===== src/rtl/wide_add_sequencer.sv =====
// rtl/wide_add_sequencer.sv - byte-serial multi-precision adder controller around an external 8-bit adder
//
// Purpose:
//   Accepts one WIDTH-bit operand pair on a valid/ready handshake.
//   Feeds the external 8-bit adder one byte slice per cycle, LSB slice first.
//   The carry is chained through a register between slices.
//   Then holds the WIDTH-bit sum, carry out and signed overflow until the result is taken.
//
// Ports:
//   clk, rst_n                 clock, asynchronous active-low reset
//   in_valid/in_ready          operand handshake (in_ready high only in IDLE)
//   in_a, in_b, in_cin         operands and carry into slice 0
//   add_a, add_b, add_cin      byte slice and chain carry driven to the adder
//   add_sum, add_cout          combinational return from the adder
//   out_valid/out_ready        result handshake
//   out_sum, out_cout, out_ovf result, unsigned carry out, signed overflow
module wide_add_sequencer #(
  parameter int WIDTH = 32
) (
  input  logic             clk,
  input  logic             rst_n,
  input  logic             in_valid,
  output logic             in_ready,
  input  logic [WIDTH-1:0] in_a,
  input  logic [WIDTH-1:0] in_b,
  input  logic             in_cin,
  output logic [7:0]       add_a,
  output logic [7:0]       add_b,
  output logic             add_cin,
  input  logic [7:0]       add_sum,
  input  logic             add_cout,
  output logic             out_valid,
  input  logic             out_ready,
  output logic [WIDTH-1:0] out_sum,
  output logic             out_cout,
  output logic             out_ovf
);

  localparam int NSLICE = WIDTH / 8;
  localparam int IW     = (NSLICE > 1) ? $clog2(NSLICE) : 1;
  localparam logic [IW-1:0] LAST_IDX = IW'(NSLICE - 1);

  typedef enum logic [1:0] {
    S_IDLE,
    S_RUN,
    S_DONE
  } state_t;

  state_t           r_state;
  logic [IW-1:0]    r_idx;
  logic             r_carry;
  logic [WIDTH-1:0] r_a;
  logic [WIDTH-1:0] r_b;
  logic [WIDTH-1:0] r_sum;
  logic             r_ovf;
  logic             r_in_ready;
  logic             r_out_valid;
  logic [7:0]       r_add_a;
  logic [7:0]       r_add_b;
  logic             r_add_cin;
  logic             w_last;

  assign w_last = (r_idx == LAST_IDX);

  // The adder-facing slice registers are loaded one cycle ahead.
  // Each RUN cycle therefore presents the slice for the current r_idx straight from flops.
  // They are zeroed on the last RUN edge, so the adder sees 0 outside RUN.
  always_ff @(posedge clk or negedge rst_n) begin
    if (!rst_n) begin
      r_state     <= S_IDLE;
      r_idx       <= '0;
      r_carry     <= 1'b0;
      r_a         <= '0;
      r_b         <= '0;
      r_sum       <= '0;
      r_ovf       <= 1'b0;
      r_in_ready  <= 1'b1;
      r_out_valid <= 1'b0;
      r_add_a     <= '0;
      r_add_b     <= '0;
      r_add_cin   <= 1'b0;
    end else begin
      case (r_state)
        S_IDLE: begin
          if (in_valid) begin
            r_a        <= in_a;
            r_b        <= in_b;
            r_carry    <= in_cin;
            r_idx      <= '0;
            r_sum      <= '0;
            r_ovf      <= 1'b0;
            r_add_a    <= in_a[7:0];
            r_add_b    <= in_b[7:0];
            r_add_cin  <= in_cin;
            r_in_ready <= 1'b0;
            r_state    <= S_RUN;
          end
        end
        S_RUN: begin
          r_sum[8*r_idx +: 8] <= add_sum;
          r_carry             <= add_cout;
          if (w_last) begin
            // Signed overflow: like-signed operands produced an opposite-signed sum.
            r_ovf       <= (r_a[WIDTH-1] == r_b[WIDTH-1]) && (add_sum[7] != r_a[WIDTH-1]);
            r_add_a     <= '0;
            r_add_b     <= '0;
            r_add_cin   <= 1'b0;
            r_out_valid <= 1'b1;
            r_state     <= S_DONE;
          end else begin
            r_idx     <= r_idx + 1'b1;
            r_add_a   <= r_a[8*(r_idx+1) +: 8];
            r_add_b   <= r_b[8*(r_idx+1) +: 8];
            r_add_cin <= add_cout;
          end
        end
        S_DONE: begin
          if (out_ready) begin
            r_out_valid <= 1'b0;
            r_in_ready  <= 1'b1;
            r_state     <= S_IDLE;
          end
        end
        default: begin
          r_state     <= S_IDLE;
          r_in_ready  <= 1'b1;
          r_out_valid <= 1'b0;
        end
      endcase
    end
  end

  assign in_ready  = r_in_ready;
  assign out_valid = r_out_valid;
  assign add_a     = r_add_a;
  assign add_b     = r_add_b;
  assign add_cin   = r_add_cin;
  assign out_sum   = r_sum;
  assign out_cout  = r_carry;
  assign out_ovf   = r_ovf;

endmodule


===== config.mk =====
export PLATFORM = sky130hd
export DESIGN_NAME = wide_add_sequencer
export DESIGN_NICKNAME = d
export VERILOG_FILES = /design/src/rtl/wide_add_sequencer.sv
export SDC_FILE = /design/constraint.sdc
export NUM_CORES = 1
export LEC_CHECK = 0
export CORE_MARGIN = 2
export CORE_UTILIZATION = 30
export DETAILED_ROUTE_END_ITERATION = 6
export HOLD_SLACK_MARGIN = 0.02
export SYNTH_ARGS = -nofsm -noshare
export SYNTH_HDL_FRONTEND = slang
export SYNTH_SLANG_ARGS = --single-unit

===== constraint.sdc =====
create_clock -name clk -period 2 [get_ports clk]
set_input_delay 0.3 -clock clk [delete_from_list [all_inputs] [get_ports clk]]
set_output_delay 0.3 -clock clk [all_outputs]
set_load 0.005 [all_outputs]

* Word-level counts from Yosys, hierarchy flattened *
Index checks and enable logic that the tools add are counted.

word-level totals
  flip-flop bits (word level) = 121
  input bits = 78
  word-level logic and storage cells = 68

operators by class
  $add $sub $neg = 3
  equal/unequal tests = 9
  shift-type cells = 4
  mux-type cells = 28
  bitwise gates (word level) = 2
  reductions and logical operators = 10

operators with widths
  operator                                                                 count
  32-bit one-hot mux with 2 select lines                                   1
  5-bit negation with 34-bit output                                        1
  8-bit by 34-bit variable shift with 32-bit output, first input constant  1
  8-bit by 34-bit variable part select with 32-bit output                  1
  32-bit by 33-bit variable part select with 8-bit output                  1
  32-bit bitwise mux                                                       1
  32-bit two-way mux                                                       1
  8-bit two-way mux                                                        4
  8-bit one-hot mux with 2 select lines                                    2
  32-bit by 7-bit variable part select with 8-bit output                   1
  3-bit AND reduction                                                      5
  2-bit two-way mux                                                        5
  2-bit inequality test, second input constant                             4
  1-bit two-way mux                                                        7
  1-bit one-hot mux with 2 select lines                                    3
  1-bit one-hot mux with 3 select lines                                    2
  2-bit one-hot mux with 3 select lines                                    1
  2-bit equality test, second input constant                               2
  2-bit one-hot mux with 2 select lines                                    1
  2-bit AND reduction                                                      2
  2-bit by 1-bit adder with 3-bit output, second input constant            1
  2-bit by 1-bit adder with 2-bit output, second input constant            1
  2-bit by 1-bit equality test with 1-bit output, second input constant    1
  2-bit zero test                                                          1
  other kinds (5)                                                          6

* Depth between registers and ports, before layout *
Gate-level depths: netlist of run 1.

  depth after elaboration = 4
  depth in mapped cells = 7

* Worst setup path after synthesis of run 1 *
OpenSTA, ideal clock, no wires.

  path kind = register to register
  start point = register r_idx[0]
  end point = register r_sum[0] (netlist: out_sum[0])
  library setup time = 67 ps
  data arrival time = 1848 ps
  setup slack = 85 ps
  cell stages (with the launch flop) = 6
  path buffers = 1
  path through = dfrtp_1 -> clkinv_1 -> clkbuf_1 -> ha_1 -> nor4b_4 -> a22o_1

on the way
  word-level cells in the longest chain between the ends = 4
  elaborated cells on any way between the ends = 5
  those cells by class = 1 x add/sub; 2 x shift; 2 x mux

ends and longest elaborated chain
  item                                                                                                                                 RTL line  source
  start: declaration                                                                                                                   50        logic [IW-1:0] r_idx;
  start signal: assignment                                                                                                             111       r_idx <= r_idx + 1'b1;
  5-bit negation with 34-bit output (*)                                                                                                100       r_sum[8*r_idx +: 8] <= add_sum;
  8-bit by 34-bit variable part select with 32-bit output / 8-bit by 34-bit variable shift with 32-bit output (equally long branches)  100
  32-bit bitwise mux (*)                                                                                                               100
  32-bit one-hot mux with 2 select lines (*)                                                                                           83        case (r_state)
  end signal: indexed assignment                                                                                                       100
  end: declaration                                                                                                                     54        logic [WIDTH-1:0] r_sum;

Mark *: on every way between the ends. The rest lies on a longest branch, timed or not.
A chain may end at the register's enable or synchronous reset.

* Worst setup path in the final report of run 1 *
  start point = register r_state[0]
  end point = register r_idx[0]

on the way
  word-level cells in the longest chain between the ends = 3
  elaborated cells on any way between the ends = 7
  those cells by class = 3 x eq/ne; 1 x mux; 3 x reduce/logical

ends and longest elaborated chain
  item                                                                                      RTL line  source
  start: declaration                                                                        49        state_t r_state;
  start signal: assignment                                                                  70        r_state <= S_IDLE;
  start signal: assignment                                                                  96        r_state <= S_RUN;
  start signal: assignment                                                                  109       r_state <= S_DONE;
  2-bit by 1-bit equality test with 1-bit output / 2-bit zero test (equally long branches)  83
  2-bit inequality test (no source line) / 2-bit nonzero test (equally long branches)       --
  3-bit AND reduction (no source line)                                                      --

Several ways; a longest one is shown, not always the timed one.

==> qor.txt, run 1 <==
outcome -> finished, final reports clean
n_diodes -> 0
Final Util -> 0.427
Clock Tree Buf Depth -> 2
non-filler instance count after layout -> 715
FF+latch count, synth -> 105
Clock transition at path regs -> 0.07 ns
post-synthesis cell area -> 4820 sq um
die height -> 131 um
WP data arrival -> 2.05 ns
EDFF count, synth -> 0
routed vias -> 3,360
Max-Cap Viols -> 0
Setup crit end kind -> register
leading cell types in the layout, fill and taps excluded -> clkdlybuf4s50_1 (129), dfrtp_1 (104), mux2_4 (48)
CTS sink cnt -> 105
clock tree from TritonCTS -> built
CP Launch Point -> r_state[0]
cts bufs inserted -> 9
number of failing hold endpoints at the final stage -> 0
met2 Track Usage GR -> 0.232
worst-margin pin slew -> 0.496 ns
final setup vio count -> 0
hpwl dp -> 8820 um
die area -> 17,100 sq um
crit path launch type -> register
RR Endpoint -> r_idx[0]
skew final -> 0.00691 ns
Final ANT Viol Nets -> 0
PwrDens -> 1560 nW/um^2
pin count of the biggest net entering global routing -> 56
first-pass GRT wire length -> 19,300 um
WS Path Type -> reg2reg
worst-case reg-to-reg path depth -> 5
R2R Setup Slk -> 0.19 ns
Worst Hold Class -> in2async
met3 usage -> 0.0358
worst r2r src -> r_state[0]
VDD IR max -> 623 uV
chip width -> 131 um
asr flop ratio synth -> 1.00
Core Footprint -> 15,800 sq um
Vias per Instance -> 4.70
RePlAce Congestion -> 0.744
drt drc -> 0
fin. max-slew vios -> 0
Synth cell types -> 33
Cells after DPL -> 698
Top Usage Layer GRT -> met2
# rows -> 46
routing usage on met1 -> 0.206
total power after layout -> 10.5 mW
GRT Util Overall -> 0.149
sequential-to-total area share from yosys stat -> 0.545
starting density of the core -> 0.306
Worst EP required -> 2.24 ns
Post-CTS Resized -> 0
Synth Net Count -> 443
Avg WL per Cell -> 17.3 um
synthesized area per cell -> 13.4 sq um
number of global-route vias before repair -> 3,543
Nets -> 578
number of H-tree levels -> 3
Worst slew margin -> 0.669
filler instances -> 1,502
commonest register cell after synthesis -> dfrtp_1
root buffer cell -> clkbuf_16
Fmax -> 553 MHz
Total Routed Length -> 12,400 um
share of cells above drive strength 1 -> 0.178
buffers added on ports -> 130
commonest non-fill, non-tap cell in the layout -> clkdlybuf4s50_1
Synth-to-Final Area Change -> 39.8%
Final period util -> 0.904
RSZ-0062 raised after global routing -> no
IO Pins -> 131
Yosys Warn Count -> 0
Sum Neg Setup Slack -> 0 ns
Pre-antenna DRT Iters -> 4
Gate Count Post-Synth -> 359
critical path fanouts, max -> 27
Overflow after GRT -> 0
drt first-iter violations -> 191
worst skew pair latency -> 0.35 ns
minimum clock period -> 1.81 ns
cell leakage power -> 2.99 nW
antenna violations before repair -> 0
## through the flow
stage	instance area, sq um	setup slack [ns]	hold slack (ns)
floorplan	4820	0.0853	0.00441
global placement	6380	0.197	0.288
detailed placement	6380	0.170	0.298
CTS	6740	0.158	0.468
global route	6740	0.0287	0.516
finish	6740	0.192	0.470
## timing repair
item,4_1_cts,5_1_grt
endpoints found under the setup margin,0,0
endpoints found under the hold margin,32,0
setup buffers,0,0
hold buffers,1,0
## report_power, final
part | switching [mW] | total (mW) | internal (mW)
combinational | 2.06 | 4.74 | 2.68
sequential | 0.621 | 3.69 | 3.06
clock | 0.826 | 2.06 | 1.23
total | 3.51 | 10.5 | 6.98
## flip-flops by register name, summed over array words and instances (netlist names)
name and cells:
add_a 8, add_b 8, add_cin 1, in_ready 1, out_cout 1, out_ovf 1, out_sum 32, out_valid 1
r_a 24, r_b 24, r_idx 2, r_state 2
## how the worst max path moves through the flow
stage | to | slack, ns | depth (start not counted)
6_report | r_idx[0] | 0.19 | 5
5_1_grt | r_idx[0] | 0.03 | 5
4_1_cts | r_idx[0] | 0.16 | 5
3_5_place_dp | r_idx[0] | 0.17 | 5
3_3_place_gp | r_idx[0] | 0.20 | 5
2_1_floorplan | out_sum[0] | 0.09 | 5
## area by class of cell
type	instances	area, sq um	share of cell area
clock buffer	10	229	0.0340
clock inverter	6	115	0.0171
inverter	6	22.5	0.00334
multi-input combinational	226	2010	0.299
sequential	105	2630	0.390
tap	216	270	0.0401
timing repair buffer	146	1460	0.217
## per-layer routing
layer	up-vias	share of wire
li1	1576	-
met1	1676	0.47
met2	98	0.46
met3	10	0.059
met4	0	0.011
met5	-	0
## critical path, cell delays in order, from the launching register on
cell,delay (ns)
dfrtp_1,0.54
inv_2,0.27
and3_4,0.27
buf_12,0.22
nor2_1,0.11
mux2_2,0.27
## cell usage after synthesis (2+ instances only)
cell	count	area, sq um
dfrtp_1	104	2600
mux2_4	48	721
a22o_1	33	289
nand2_1	24	90.1
nor2_1	23	86.3
a21oi_1	22	110
a21o_1	20	150
mux2i_1	18	180
a32oi_1	16	140
buf_6	7	78.8
ha_1	6	75.1
buf_2	5	25.0
buf_4	5	37.5
clkbuf_1	4	15.0
inv_1	4	15.0
and3_1	2	12.5
o21ai_0	2	10.0
## logic make-up after synthesis
group,synth area share
adders and majority gates,0.0156
AOI/OAI and AO/OA,0.148
buffers and inverters,0.0379
and+or+nand+nor,0.0633
DFF,0.545
muxes,0.189
(Power assumes the default switching activity.)
==> run 2, diff against run 1 <==
--- a/config.mk
+++ b/config.mk
@@ -9,6 +9,7 @@
 export CORE_UTILIZATION = 30
 export DETAILED_ROUTE_END_ITERATION = 6
 export HOLD_SLACK_MARGIN = 0.02
+export SLEW_MARGIN = 10
 export SYNTH_ARGS = -nofsm -noshare
 export SYNTH_HDL_FRONTEND = slang
 export SYNTH_SLANG_ARGS = --single-unit
==> results of run 2 <==
Final layout, timing and power as in run 1 (identical DEF).
